==> config.mk <==
export PLATFORM = sky130hd
export DESIGN_NAME = waveform_ram_writer
export DESIGN_NICKNAME = d
export VERILOG_FILES = /design/src/rtl/waveform_pkg.sv /design/src/rtl/wf_watchdog.sv /design/src/rtl/waveform_ram_writer.sv
export SDC_FILE = /design/constraint.sdc
export NUM_CORES = 1
export LEC_CHECK = 0
export CAP_MARGIN = 20
export CELL_PAD_IN_SITES_DETAIL_PLACEMENT = 1
export CELL_PAD_IN_SITES_GLOBAL_PLACEMENT = 2
export CORE_UTILIZATION = 27
export DETAILED_ROUTE_END_ITERATION = 16
export GPL_ROUTABILITY_DRIVEN = 0
export MAX_ROUTING_LAYER = met4
export PLACE_DENSITY = 0.82
export SLEW_MARGIN = 0
export SYNTH_ARGS = -nofsm -noshare
export SYNTH_HDL_FRONTEND = slang
export SYNTH_SLANG_ARGS = --single-unit
==> constraint.sdc <==
create_clock -name axi_tclk -period 9.5 [get_ports axi_tclk]
set_input_delay 1.9 -clock axi_tclk [delete_from_list [all_inputs] [get_ports axi_tclk]]
set_output_delay 1.9 -clock axi_tclk [all_outputs]
set_load 0.05 [all_outputs]
==> src/rtl/waveform_pkg.sv <==
// rtl/waveform_pkg.sv - shared state encoding, stream routing and error bit indices
package waveform_pkg;

  typedef enum logic [1:0] {
    ST_IDLE  = 2'd0,
    ST_WRITE = 2'd1,
    ST_DRAIN = 2'd2,
    ST_DONE  = 2'd3
  } wf_state_t;

  localparam logic [3:0] TDEST_WAVEFORM = 4'h2;

  localparam int ERR_BAD_LEN = 0;
  localparam int ERR_SHORT   = 1;
  localparam int ERR_LONG    = 2;
  localparam int ERR_TIMEOUT = 3;

  // A length is usable when it is non-zero and fits in a RAM of 2^aw words.
  function automatic logic len_ok(input logic [31:0] len, input int aw);
    logic [32:0] depth;
    depth = 33'd1 << aw;
    return (len != 32'd0) && ({1'b0, len} <= depth);
  endfunction

endpackage

==> src/rtl/wf_watchdog.sv <==
// rtl/wf_watchdog.sv - idle-cycle watchdog between accepted stream beats
module wf_watchdog #(
  parameter int unsigned TIMEOUT_CYCLES = 1048575
) (
  input  logic clk,
  input  logic rst,
  input  logic load,
  input  logic kick,
  output logic expire
);

  localparam int CW = $clog2(TIMEOUT_CYCLES + 1);
  localparam logic [CW-1:0] LIMIT = CW'(TIMEOUT_CYCLES - 1);

  logic [CW-1:0] cnt;

  // cnt holds the idle cycles already elapsed; the cycle seeing LIMIT is the last allowed one.
  always_ff @(posedge clk or posedge rst) begin
    if (rst) begin
      cnt <= '0;
    end else if (load || kick) begin
      cnt <= '0;
    end else if (cnt != LIMIT) begin
      cnt <= cnt + 1'b1;
    end
  end

  assign expire = !load && !kick && (cnt == LIMIT);

endmodule

==> src/rtl/waveform_ram_writer.sv <==
// rtl/waveform_ram_writer.sv - loads a streamed waveform into the external sample RAM
module waveform_ram_writer
  import waveform_pkg::*;
#(
  parameter int          ADDR_WIDTH     = 14,
  parameter int unsigned TIMEOUT_CYCLES = 1048575
) (
  input  logic                  axi_tclk,
  input  logic                  axi_treset,
  input  logic                  init_wf_write,
  input  logic [127:0]          waveform_parameters,
  output logic                  wf_write_ready,
  input  logic [31:0]           s_axis_tdata,
  input  logic                  s_axis_tvalid,
  input  logic                  s_axis_tlast,
  input  logic [3:0]            s_axis_tkeep,
  input  logic [3:0]            s_axis_tdest,
  input  logic [3:0]            s_axis_tid,
  input  logic [31:0]           s_axis_tuser,
  output logic                  s_axis_tready,
  output logic [ADDR_WIDTH-1:0] ram_addr,
  output logic [31:0]           ram_wdata,
  output logic                  ram_we,
  output logic [31:0]           wf_length,
  output logic                  wf_valid,
  output logic                  wf_done,
  output logic [3:0]            wf_error
);

  wf_state_t             state, state_next;
  logic [31:0]           len;
  logic [ADDR_WIDTH-1:0] count;
  logic                  accept, wr_beat, last_word, expire, new_len_ok;
  logic [3:0]            err_set;

  logic unused_inputs;
  assign unused_inputs = ^{s_axis_tkeep, s_axis_tid, s_axis_tuser, waveform_parameters[127:32]};

  assign accept     = s_axis_tvalid && s_axis_tready;
  assign last_word  = (32'(count) == (len - 32'd1));
  assign new_len_ok = len_ok(waveform_parameters[31:0], ADDR_WIDTH);

  wf_watchdog #(.TIMEOUT_CYCLES(TIMEOUT_CYCLES)) u_watchdog (
    .clk    (axi_tclk),
    .rst    (axi_treset),
    .load   (state == ST_IDLE),
    .kick   (accept),
    .expire (expire)
  );

  always_ff @(posedge axi_tclk or posedge axi_treset) begin
    if (axi_treset) state <= ST_IDLE;
    else            state <= state_next;
  end

  always_comb begin
    state_next    = state;
    s_axis_tready = 1'b0;
    wf_done       = 1'b0;
    wr_beat       = 1'b0;
    err_set       = 4'b0000;
    case (state)
      ST_IDLE: begin
        if (init_wf_write && new_len_ok) state_next = ST_WRITE;
      end
      ST_WRITE: begin
        s_axis_tready = 1'b1;
        if (expire) begin
          err_set[ERR_TIMEOUT] = 1'b1;
          state_next           = ST_IDLE;
        end else if (accept && (s_axis_tdest == TDEST_WAVEFORM)) begin
          wr_beat = 1'b1;
          if (last_word && s_axis_tlast) begin
            state_next = ST_DONE;
          end else if (last_word) begin
            err_set[ERR_LONG] = 1'b1;
            state_next        = ST_DRAIN;
          end else if (s_axis_tlast) begin
            err_set[ERR_SHORT] = 1'b1;
            state_next         = ST_IDLE;
          end
        end
      end
      ST_DRAIN: begin
        s_axis_tready = 1'b1;
        if (expire) begin
          err_set[ERR_TIMEOUT] = 1'b1;
          state_next           = ST_IDLE;
        end else if (accept && s_axis_tlast) begin
          state_next = ST_DONE;
        end
      end
      ST_DONE: begin
        wf_done    = 1'b1;
        state_next = ST_IDLE;
      end
      default: state_next = ST_IDLE;
    endcase
  end

  always_ff @(posedge axi_tclk or posedge axi_treset) begin
    if (axi_treset) begin
      len            <= '0;
      count          <= '0;
      ram_we         <= 1'b0;
      ram_addr       <= '0;
      ram_wdata      <= '0;
      wf_length      <= '0;
      wf_valid       <= 1'b0;
      wf_error       <= '0;
      wf_write_ready <= 1'b0;
    end else begin
      ram_we         <= 1'b0;
      wf_write_ready <= (state_next == ST_IDLE);
      if (wr_beat) begin
        ram_we    <= 1'b1;
        ram_addr  <= count;
        ram_wdata <= s_axis_tdata;
        count     <= count + 1'b1;
      end
      if (state == ST_IDLE) begin
        if (init_wf_write) begin
          len <= waveform_parameters[31:0];
          if (new_len_ok) begin
            wf_error <= '0;
            wf_valid <= 1'b0;
            count    <= '0;
          end else begin
            wf_error <= 4'b0001 << ERR_BAD_LEN;
          end
        end
      end else begin
        wf_error <= wf_error | err_set;
      end
      if (state == ST_DONE) begin
        wf_length <= len;
        wf_valid  <= 1'b1;
      end
    end
  end

endmodule

==> results of run 1 <==
[metrics by stage]
stage | area (um2) | cells | worst slack (ns) | hold slack, ns | total power, mW
floorplan | 7086 | 682 | 3.479 | 0.4878 | 1.830
global placement | 9002 | 1142 | 4.418 | 0.4585 | 2.213
detailed placement | 9002 | 1142 | 4.419 | 0.4617 | 2.240
CTS | 9604 | 1174 | 4.859 | 0.4784 | 2.967
global route | 9604 | 1174 | 4.579 | 0.4937 | 3.094
finish | 9604 | 1174 | 4.880 | 0.4706 | 2.932
[state kept, by name, summed over array words and instances, names as in the netlist]
signal	cells
ram_addr	14
ram_wdata	32
wf_length	32
wf_valid	1
wf_write_ready	1
ram_we	1
count	14
state	2
wf_error	4
len	32
u_watchdog.cnt	20
[power groups by stage]
stage / Clock [mW] / Sequential (mW) / Combinational (mW)
after floorplan: 0 / 1.34 / 0.487
after global placement: 0 / 1.03 / 1.18
after detailed placement: 0 / 1.04 / 1.20
after CTS: 0.730 / 1.03 / 1.20
after global routing: 0.760 / 1.06 / 1.27
final: 0.708 / 1.03 / 1.19
[worst paths after layout]
kind,end,slack [ns]
worst min-delay path,ram_addr[0],0.47
max in group asynchronous,u_watchdog.cnt[2],6.13
worst max register to register,count[10],5.87
worst min register to register,ram_addr[0],0.47
worst max-delay path,count[10],4.88
min in group asynchronous,ram_wdata[30],2.09
[routing by layer]
metal,GRT usage,vias up
met5,-,-
met4,0.03956,0
met3,0.03157,14
met2,0.2508,89
met1,0.2094,2753
li1,-,2621
[final cells by class]
class                      count  area [um2]  area share
timing repair buffer         166        1644      0.1712
sequential                   153        3829      0.3986
multi-input combinational    481        3067      0.3193
clock inverter                15       176.4     0.01837
inverter                      12       50.05    0.005211
tap                          330       412.9     0.04299
clock buffer                  17       425.4     0.04429
[cells in the final DEF, fill, tap and decap left out, types with 3 or more instances in the layout]
master / n
sky130_fd_sc_hd__nand4_1: 14
sky130_fd_sc_hd__ha_1: 8
sky130_fd_sc_hd__buf_4: 7
sky130_fd_sc_hd__nand2_1: 166
sky130_fd_sc_hd__nor3_1: 9
sky130_fd_sc_hd__clkdlybuf4s50_1: 159
sky130_fd_sc_hd__nor3b_1: 3
sky130_fd_sc_hd__nand3b_1: 3
sky130_fd_sc_hd__nor4_1: 15
sky130_fd_sc_hd__and3_1: 5
sky130_fd_sc_hd__and4_1: 3
sky130_fd_sc_hd__a21oi_1: 11
sky130_fd_sc_hd__mux2_2: 64
sky130_fd_sc_hd__xnor2_1: 19
sky130_fd_sc_hd__xor2_1: 31
sky130_fd_sc_hd__nor2_1: 44
sky130_fd_sc_hd__inv_6: 8
sky130_fd_sc_hd__mux2i_1: 3
sky130_fd_sc_hd__nand3_1: 16
sky130_fd_sc_hd__or4_4: 3
sky130_fd_sc_hd__dfrtp_1: 153
sky130_fd_sc_hd__a31oi_1: 4
sky130_fd_sc_hd__inv_1: 10
sky130_fd_sc_hd__and2_1: 5
sky130_fd_sc_hd__clkbuf_16: 17
sky130_fd_sc_hd__o21ai_0: 7
sky130_fd_sc_hd__or3_1: 4
sky130_fd_sc_hd__or4_1: 9
[worst max-delay path, cell delays in order]
cell,delay (ns)
sky130_fd_sc_hd__clkdlybuf4s50_1,0.50
sky130_fd_sc_hd__nand2_1,0.11
sky130_fd_sc_hd__nor4_1,0.71
sky130_fd_sc_hd__nand2_2,0.08
sky130_fd_sc_hd__buf_4,0.32
sky130_fd_sc_hd__inv_2,0.11
sky130_fd_sc_hd__buf_4,0.50
sky130_fd_sc_hd__nand3_1,0.20
sky130_fd_sc_hd__nor2_1,0.19
sky130_fd_sc_hd__nand2_1,0.08
sky130_fd_sc_hd__xor2_1,0.14
sky130_fd_sc_hd__nor2_1,0.05
[synthesized netlist by cell type, drive strengths merged (5+ instances only)]
| library cell | instances |
|---|---|
| a21oi | 11 |
| dfrtp | 153 |
| nor4 | 17 |
| mux2 | 64 |
| o21ai | 8 |
| inv | 12 |
| and2 | 5 |
| xnor2 | 19 |
| or4 | 12 |
| buf | 6 |
| nand3 | 16 |
| nand2 | 167 |
| nor3 | 9 |
| clkbuf | 30 |
| ha | 8 |
| nor2 | 44 |
| nand4 | 14 |
| and3 | 5 |
| xor2 | 31 |
[cells by family after synthesis]
kind of cell / share of synthesized area
buffers and inverters: 0.02719
AOI/OAI and AO/OA: 0.03973
muxes: 0.1060
adders and majority gates: 0.01413
DFF: 0.5403
xor gates and xnor gates: 0.06180
and+or+nand+nor: 0.2108
==> metrics.txt, run 1 <==
result of the run complete, no violations; R2R depth 13; Core Footprint 0.02547 mm2; kind of capture point of the worst setup path flop; count of unique library cells instantiated by Yosys 55; MaxCap Viol Count 0; Clock Sinks 153; share of post-route cells with drive strength above 1 0.1374; metal2 WL 9559 um; Netlist Area Pre-Place 0.007086 mm2; total of flip-flops plus latches after synthesis 153; net switching power 1.220 mW; fraction of power consumed by sequential logic 0.352; leakage power total 4.174 nW; count of cells resized by post-cts repair 0; count of routing violations after the opening detailed-route iteration 236; switching power share of the total 0.4161; detailed-route wire length 19560 um; post-route met1 wirelength 9173 um; relative max-transition margin 0.3486; global-route congestion overflow total 0; layout overhead on the synthesized area 35.55%; overall die height 164.0 um; crit path max fanout 56; largest clock skew in the final design 0.008818 ns; initial standard-cell utilization of the core 0.2782; final net count 1048; source of the worst register-to-register timing path state[1]; insertion delay of the later-clocked pin in the worst-skew pair 0.42 ns; Post-Route Utilization 0.3771; part of the total power dissipated in the clock network 0.241; Tightest Pin Transition 0.9771 ns; Worst EP arrival 4.93 ns; antenna violations before repair 0; wire length of the first global-routing pass 32160 um; number of I/O pins 296; width of the die 164.0 um; First-pass DRT Iterations 4; internal power 1.712 mW; async set or reset register ratio after synthesis 1.000; Routed met3 length 670 um; setup TNS 0 ns; root buffer cell sky130_fd_sc_hd__clkbuf_16; class of the most critical hold timing path reg -> reg; count of mapped cells out of synthesis 682; post-CTS setup repair buffer count 0; Antenna Violating Nets Remaining 0; portion of synthesized cell area occupied by the leading cell type 0.5403; share of the clock period used by the worst path after layout 0.4863; number of synthesized flops with an enable pin 0; largest net degree at the start of global routing 105; combinational cell fraction of total power 0.406; Worst Hold Launch ram_addr[0]; cell type contributing the most total cell area after synthesis sky130_fd_sc_hd__dfrtp_1; required time of the critical path 9.81 ns; yosys synthesis warning count 0; Num CTS Buffers 17; site row count 58; PwrDens 305.3 mW/mm2; largest cells by area after synthesis sky130_fd_sc_hd__dfrtp_1 54%, sky130_fd_sc_hd__mux2_2 10%, sky130_fd_sc_hd__nand2_1 8.8%; hold buffer count at cts 0; full die area 0.02689 mm2; final routed DRC violation total 0; fraction of the yosys area taken by sequential cells 0.5403; setup repair after global routing missed its margin false; syn_nets 899; number of global-route vias before repair 5785; Top Metal Used met4; startpoint kind of the worst setup timing path primary input; number of pins with negative max-slew slack in the final report 0; min cycle time layout 4.620 ns; average instance area after synthesis 10.39 um2; Fmax 0.2165 GHz; Clock Tree Buf Depth 2; mean routed wirelength per cell 16.66 um; number of buffers inserted by port buffering 159; maximum vdd drop 0.1721 mV; final hold violations 0; vias post-DR 5477; number of diodes added for antenna fixing 0; type of the worst setup path in -> reg; DP Wirelength 13620 um; start point of the critical path s_axis_tvalid; number of stages on the worst hold path 2; endpoints failing setup 0; predominant post-synthesis flop cell sky130_fd_sc_hd__dfrtp_1; clock-pin slew of the registers on the worst-case setup and hold paths 0.07 ns; overall track demand over capacity in global routing 0.1592; CTS tree done; filler instances 2806; CTS H-Tree Depth 4; vias per inst 4.665
Note: power is estimated with default switching activity, not from simulation.
==> run 2: changes to the inputs <==
--- a/config.mk
+++ b/config.mk
@@ -8,11 +8,11 @@
 export CAP_MARGIN = 20
 export CELL_PAD_IN_SITES_DETAIL_PLACEMENT = 1
 export CELL_PAD_IN_SITES_GLOBAL_PLACEMENT = 2
-export CORE_UTILIZATION = 27
+export CORE_UTILIZATION = 25
 export DETAILED_ROUTE_END_ITERATION = 16
 export GPL_ROUTABILITY_DRIVEN = 0
 export MAX_ROUTING_LAYER = met4
-export PLACE_DENSITY = 0.82
+export PLACE_DENSITY = 0.76
 export SLEW_MARGIN = 0
 export SYNTH_ARGS = -nofsm -noshare
 export SYNTH_HDL_FRONTEND = slang
==> constraint.sdc (replaced) <==
create_clock -name axi_tclk -period 4.25 [get_ports axi_tclk]
set_input_delay 0.85 -clock axi_tclk [delete_from_list [all_inputs] [get_ports axi_tclk]]
set_output_delay 0.85 -clock axi_tclk [all_outputs]
set_load 0.05 [all_outputs]
==> metrics.txt, run 2 (synthesized netlist as in run 1, its figures left out) <==
number of pins with negative max-slew slack in the final report 0; startpoint kind of the worst setup timing path flop; detailed-route wire length 19770 um; overall die height 170.4 um; combinational cell fraction of total power 0.403; width of the die 170.4 um; most common cell after layout, fill and taps aside sky130_fd_sc_hd__nand2_1; pre-CTS WS 0.6197 ns; share of post-route cells with drive strength above 1 0.1415; share of the clock period used by the worst path after layout 0.7993; number of diodes added for antenna fixing 0; Clock Sinks 153; CTS tree done; relative max-transition margin 0.4248; vias post-DR 5496; Power Total 6.587 mW; global-route congestion overflow total 0; CTS H-Tree Depth 4; Fmax 0.2944 GHz; clock-pin slew of the registers on the worst-case setup and hold paths 0.07 ns; site row count 61; required time of the critical path 4.55 ns; mean routed wirelength per cell 16.13 um; maximum vdd drop 0.2941 mV; count of cells resized by post-cts repair 0; fraction of power consumed by sequential logic 0.348; Num CTS Buffers 17; number of global-route vias before repair 5895; switching power share of the total 0.4093; full die area 0.02902 mm2; type of the worst setup path reg -> reg; cell area after placement 0.009116 mm2; overall track demand over capacity in global routing 0.1493; final net count 1052; endpoints failing setup 0; multi-input combinational cell area 0.003067 mm2; leakage power total 4.215 nW; MaxCap Viol Count 0; number of buffers inserted by port buffering 159; First-pass DRT Iterations 6; smallest setup slack after layout 0.8528 ns; top library cells by usage in the layout, fill and taps aside 166 x sky130_fd_sc_hd__nand2_1, 159 x sky130_fd_sc_hd__clkdlybuf4s50_1, 153 x sky130_fd_sc_hd__dfrtp_1; result of the run complete, no violations; largest clock skew in the final design 0.01243 ns; internal power 3.891 mW; crit path max fanout 6; Core Footprint 0.02786 mm2; post-CTS setup repair buffer count 0; setup repair after global routing missed its margin false; wire length of the first global-routing pass 32480 um; root buffer cell sky130_fd_sc_hd__clkbuf_16; vias per inst 4.483; DP Wirelength 14100 um; PwrDens 676.1 mW/mm2; count of routing violations after the opening detailed-route iteration 251; Layout Cell Area excl Fill 0.009743 mm2; final routed DRC violation total 0; insertion delay of the later-clocked pin in the worst-skew pair 0.43 ns; setup TNS 0 ns; Clock Tree Buf Depth 2; antenna violations before repair 0; hold buffer count at cts 0; largest net degree at the start of global routing 85; min cycle time layout 3.397 ns; Antenna Violating Nets Remaining 0; class of the most critical hold timing path reg -> reg; Seq. cell area 0.003829 mm2; registers with the most flip-flops len x32, ram_wdata x32, wf_length x32; filler instances 3102; final hold violations 0; Worst EP arrival 3.70 ns; part of the total power dissipated in the clock network 0.249; layout overhead on the synthesized area 37.51%; net switching power 2.696 mW; Tightest Pin Transition 0.8549 ns; initial standard-cell utilization of the core 0.2543; kind of capture point of the worst setup path flop; number of I/O pins 296
run 2: cell type report:
cell class	count	area share
Inverter	12	0.005008
Tap cell	378	0.04854
Sequential cell	153	0.3930
Multi-Input combinational cell	481	0.3148
Timing Repair Buffer	170	0.1744
Clock inverter	15	0.02068
Clock buffer	17	0.04366
run 2: through the flow:
step	hold slack [ns]	std cells	utilization
2_1_floorplan	0.4878	682	-
3_3_place_gp	0.4581	1194	0.3272
3_5_place_dp	0.4636	1194	0.3272
4_1_cts	0.4796	1226	0.3497
5_1_grt	0.4958	1226	0.3497
6_report	0.4758	1226	0.3497
run 2: final timing paths:
check / start / depth (start not counted) / to / slack, ns
min in group asynchronous: axi_treset / 2 / ram_wdata[27] / 0.90
max in group asynchronous: axi_treset / 3 / len[13] / 2.45
hold / removal: ram_wdata[14] / 2 / ram_wdata[14] / 0.48
hold reg to reg: ram_wdata[14] / 2 / ram_wdata[14] / 0.48
setup / recovery: len[1] / 9 / wf_write_ready / 0.85
setup reg to reg: len[1] / 9 / wf_write_ready / 0.85
run 2: worst max-delay path: stages, from the launching register on:
cell	delay (ns)
sky130_fd_sc_hd__dfrtp_1	0.45
sky130_fd_sc_hd__inv_1	0.09
sky130_fd_sc_hd__ha_1	0.26
sky130_fd_sc_hd__or4b_1	0.47
sky130_fd_sc_hd__or4_1	0.44
sky130_fd_sc_hd__xnor2_1	0.14
sky130_fd_sc_hd__or4_4	0.49
sky130_fd_sc_hd__nor4_4	0.37
sky130_fd_sc_hd__a31oi_1	0.19
sky130_fd_sc_hd__o32a_1	0.38
run 2: power groups by stage:
stage | Combinational [mW] | Clock, mW | Sequential, mW
after floorplan | 1.09 | 0 | 3.00
after global placement | 2.65 | 0 | 2.31
after detailed placement | 2.68 | 0 | 2.33
after CTS | 2.69 | 1.69 | 2.31
after global routing | 2.85 | 1.75 | 2.37
final | 2.65 | 1.64 | 2.29
run 2: per-layer routing:
metal / up-vias / global-route usage / part of all wire
met5: - / - / 0
met4: 0 / 0.03917 / 0.0094
met3: 12 / 0.03163 / 0.032
met2: 87 / 0.2370 / 0.48
met1: 2782 / 0.1925 / 0.47
li1: 2615 / - / -
==> run 3: changes to the inputs <==
--- a/config.mk
+++ b/config.mk
@@ -8,11 +8,11 @@
 export CAP_MARGIN = 20
 export CELL_PAD_IN_SITES_DETAIL_PLACEMENT = 1
 export CELL_PAD_IN_SITES_GLOBAL_PLACEMENT = 2
-export CORE_UTILIZATION = 25
+export CORE_UTILIZATION = 23
 export DETAILED_ROUTE_END_ITERATION = 16
 export GPL_ROUTABILITY_DRIVEN = 0
 export MAX_ROUTING_LAYER = met4
-export PLACE_DENSITY = 0.76
+export PLACE_DENSITY = 0.74
 export SLEW_MARGIN = 0
 export SYNTH_ARGS = -nofsm -noshare
 export SYNTH_HDL_FRONTEND = slang
==> constraint.sdc (replaced) <==
create_clock -name axi_tclk -period 2.8 [get_ports axi_tclk]
set_input_delay 0.56 -clock axi_tclk [delete_from_list [all_inputs] [get_ports axi_tclk]]
set_output_delay 0.56 -clock axi_tclk [all_outputs]
set_load 0.05 [all_outputs]
==> metrics.txt, run 3 (synthesized netlist as in run 1, its figures left out) <==
hold buffer count at cts 0; maximum vdd drop 0.4444 mV; top library cells by usage in the layout, fill and taps aside 166 x sky130_fd_sc_hd__nand2_1, 157 x sky130_fd_sc_hd__clkdlybuf4s50_1, 152 x sky130_fd_sc_hd__dfrtp_1; R2R depth 11; wire length of the first global-routing pass 32990 um; clock-pin slew of the registers on the worst-case setup and hold paths 0.07 ns; share of post-route cells with drive strength above 1 0.2162; number of global-route vias before repair 5952; combinational cell fraction of total power 0.445; type of the worst setup path reg -> reg; crit path max fanout 4; width of the die 177.5 um; final routed DRC violation total 0; largest net degree at the start of global routing 49; detailed-route wire length 20720 um; number of pins with negative max-slew slack in the final report 0; startpoint kind of the worst setup timing path flop; most common cell after layout, fill and taps aside sky130_fd_sc_hd__nand2_1; registers with the most flip-flops len x32, ram_wdata x32, wf_length x32; antenna violations before repair 0; First-pass DRT Iterations 4; switching power share of the total 0.4060; leakage power total 4.541 nW; full die area 0.03151 mm2; insertion delay of the later-clocked pin in the worst-skew pair 0.43 ns; Worst Hold Path EP ram_wdata[16]; number of standard cells in the layout, taps in and fillers out 1301; fraction of power consumed by sequential logic 0.322; number of stages on the worst hold path 2; vias per inst 4.416; initial standard-cell utilization of the core 0.2365; Power Total 10.38 mW; number of diodes added for antenna fixing 0; placed insts 1267; Post-Route Utilization 0.3437; CTS tree done; MaxCap Viol Count 0; vias post-DR 5745; Clock Sinks 153; global-route congestion overflow total 0; mean routed wirelength per cell 15.92 um; number of buffers inserted by port buffering 159; result of the run complete, but fails checks; Fmax 0.3176 GHz; PwrDens 1009 mW/mm2; Reg-to-Reg End wf_write_ready; source of the worst register-to-register timing path len[1]; relative max-transition margin 0.5208; root buffer cell sky130_fd_sc_hd__clkbuf_16; DP Wirelength 15190 um; site row count 63; overall die height 177.5 um; final hold violations 0; layout overhead on the synthesized area 45.29%; Num CTS Buffers 17; count of routing violations after the opening detailed-route iteration 208; violations in the final reports setup timing; number of I/O pins 296; CTS H-Tree Depth 4; Antenna Violating Nets Remaining 0; final net count 1115; class of the most critical hold timing path reg -> reg; required time of the critical path 3.10 ns; internal power 6.167 mW; kind of capture point of the worst setup path flop; largest clock skew in the final design 0.01068 ns; endpoints failing setup 5; overall track demand over capacity in global routing 0.1387; share of the clock period used by the worst path after layout 1.125; Tightest Pin Transition 0.7171 ns; smallest setup slack after layout -0.3490 ns; net switching power 4.215 mW; setup repair after global routing missed its margin true; Worst EP arrival 3.45 ns; min cycle time layout 3.149 ns; Clock Tree Buf Depth 2; R2R setup slack -0.35 ns; Worst Hold Launch ram_wdata[16]; Core Footprint 0.02995 mm2; part of the total power dissipated in the clock network 0.233
## run 3: cell type report
class / count / area, um2
Timing Repair Buffer: 233 / 2213
Multi-Input combinational cell: 481 / 3110
Sequential cell: 153 / 3830
Clock buffer: 17 / 425.4
Fill cell: 3379 / 19660
Inverter: 12 / 48.80
Tap cell: 390 / 488.0
Clock inverter: 15 / 178.9
## run 3: worst max-delay path by stage
stage	startpoint	endpoint	slack, ns	cells past startpoint
final	len[1]	wf_write_ready	-0.35	11
after global routing	len[1]	wf_write_ready	-0.42	9
after CTS	len[0]	wf_write_ready	-0.36	9
after detailed placement	waveform_parameters[1]	wf_write_ready	-0.47	8
after global placement	waveform_parameters[1]	wf_write_ready	-0.45	8
after floorplan	len[0]	wf_write_ready	-0.19	9
## run 3: power groups by stage
stage               Clock [mW]  Sequential, mW  Combinational (mW)
global route              2.60            3.44                4.95
global placement             0            3.37                4.56
finish                    2.42            3.34                4.62
detailed placement           0            3.38                4.62
floorplan                    0            4.56                1.67
CTS                       2.51            3.35                4.66
## run 3: critical path, stage by stage (launching register included)
cell and delay (ns):
sky130_fd_sc_hd__dfrtp_1 0.44, sky130_fd_sc_hd__inv_1 0.08, sky130_fd_sc_hd__ha_2 0.18, sky130_fd_sc_hd__or4b_4 0.46
sky130_fd_sc_hd__or2_4 0.25, sky130_fd_sc_hd__buf_4 0.15, sky130_fd_sc_hd__o31a_1 0.29, sky130_fd_sc_hd__nor4_2 0.28
sky130_fd_sc_hd__buf_4 0.17, sky130_fd_sc_hd__a21oi_1 0.07, sky130_fd_sc_hd__a311o_1 0.35, sky130_fd_sc_hd__o32a_1 0.31
## run 3: metal layers
| metal | track usage | wire length (um) |
|---|---|---|
| met2 | 0.2126 | 9904 |
| met1 | 0.1848 | 9899 |
| met3 | 0.03149 | 689 |
| met4 | 0.03312 | 222 |
| met5 | - | 0 |
## run 3: what timing repair did
action / in CTS / in global routing
endpoints found under the setup margin: 5 / 12
buffers inserted: 1 / 1
gates resized for setup: 5 / 8
## run 3: metrics by stage
stage          setup TNS, ns  hold WS [ns]  setup WS, ns  instance area (um2)
3_5_place_dp          -1.755        0.4614       -0.4717                 9629
5_1_grt               -1.694        0.4986       -0.4226                10290
4_1_cts               -1.350        0.4795       -0.3636                10260
3_3_place_gp          -1.472        0.4602       -0.4460                 9629
6_report              -1.196        0.4732       -0.3490                10290
2_1_floorplan        -0.2180        0.4878       -0.1949                 7101
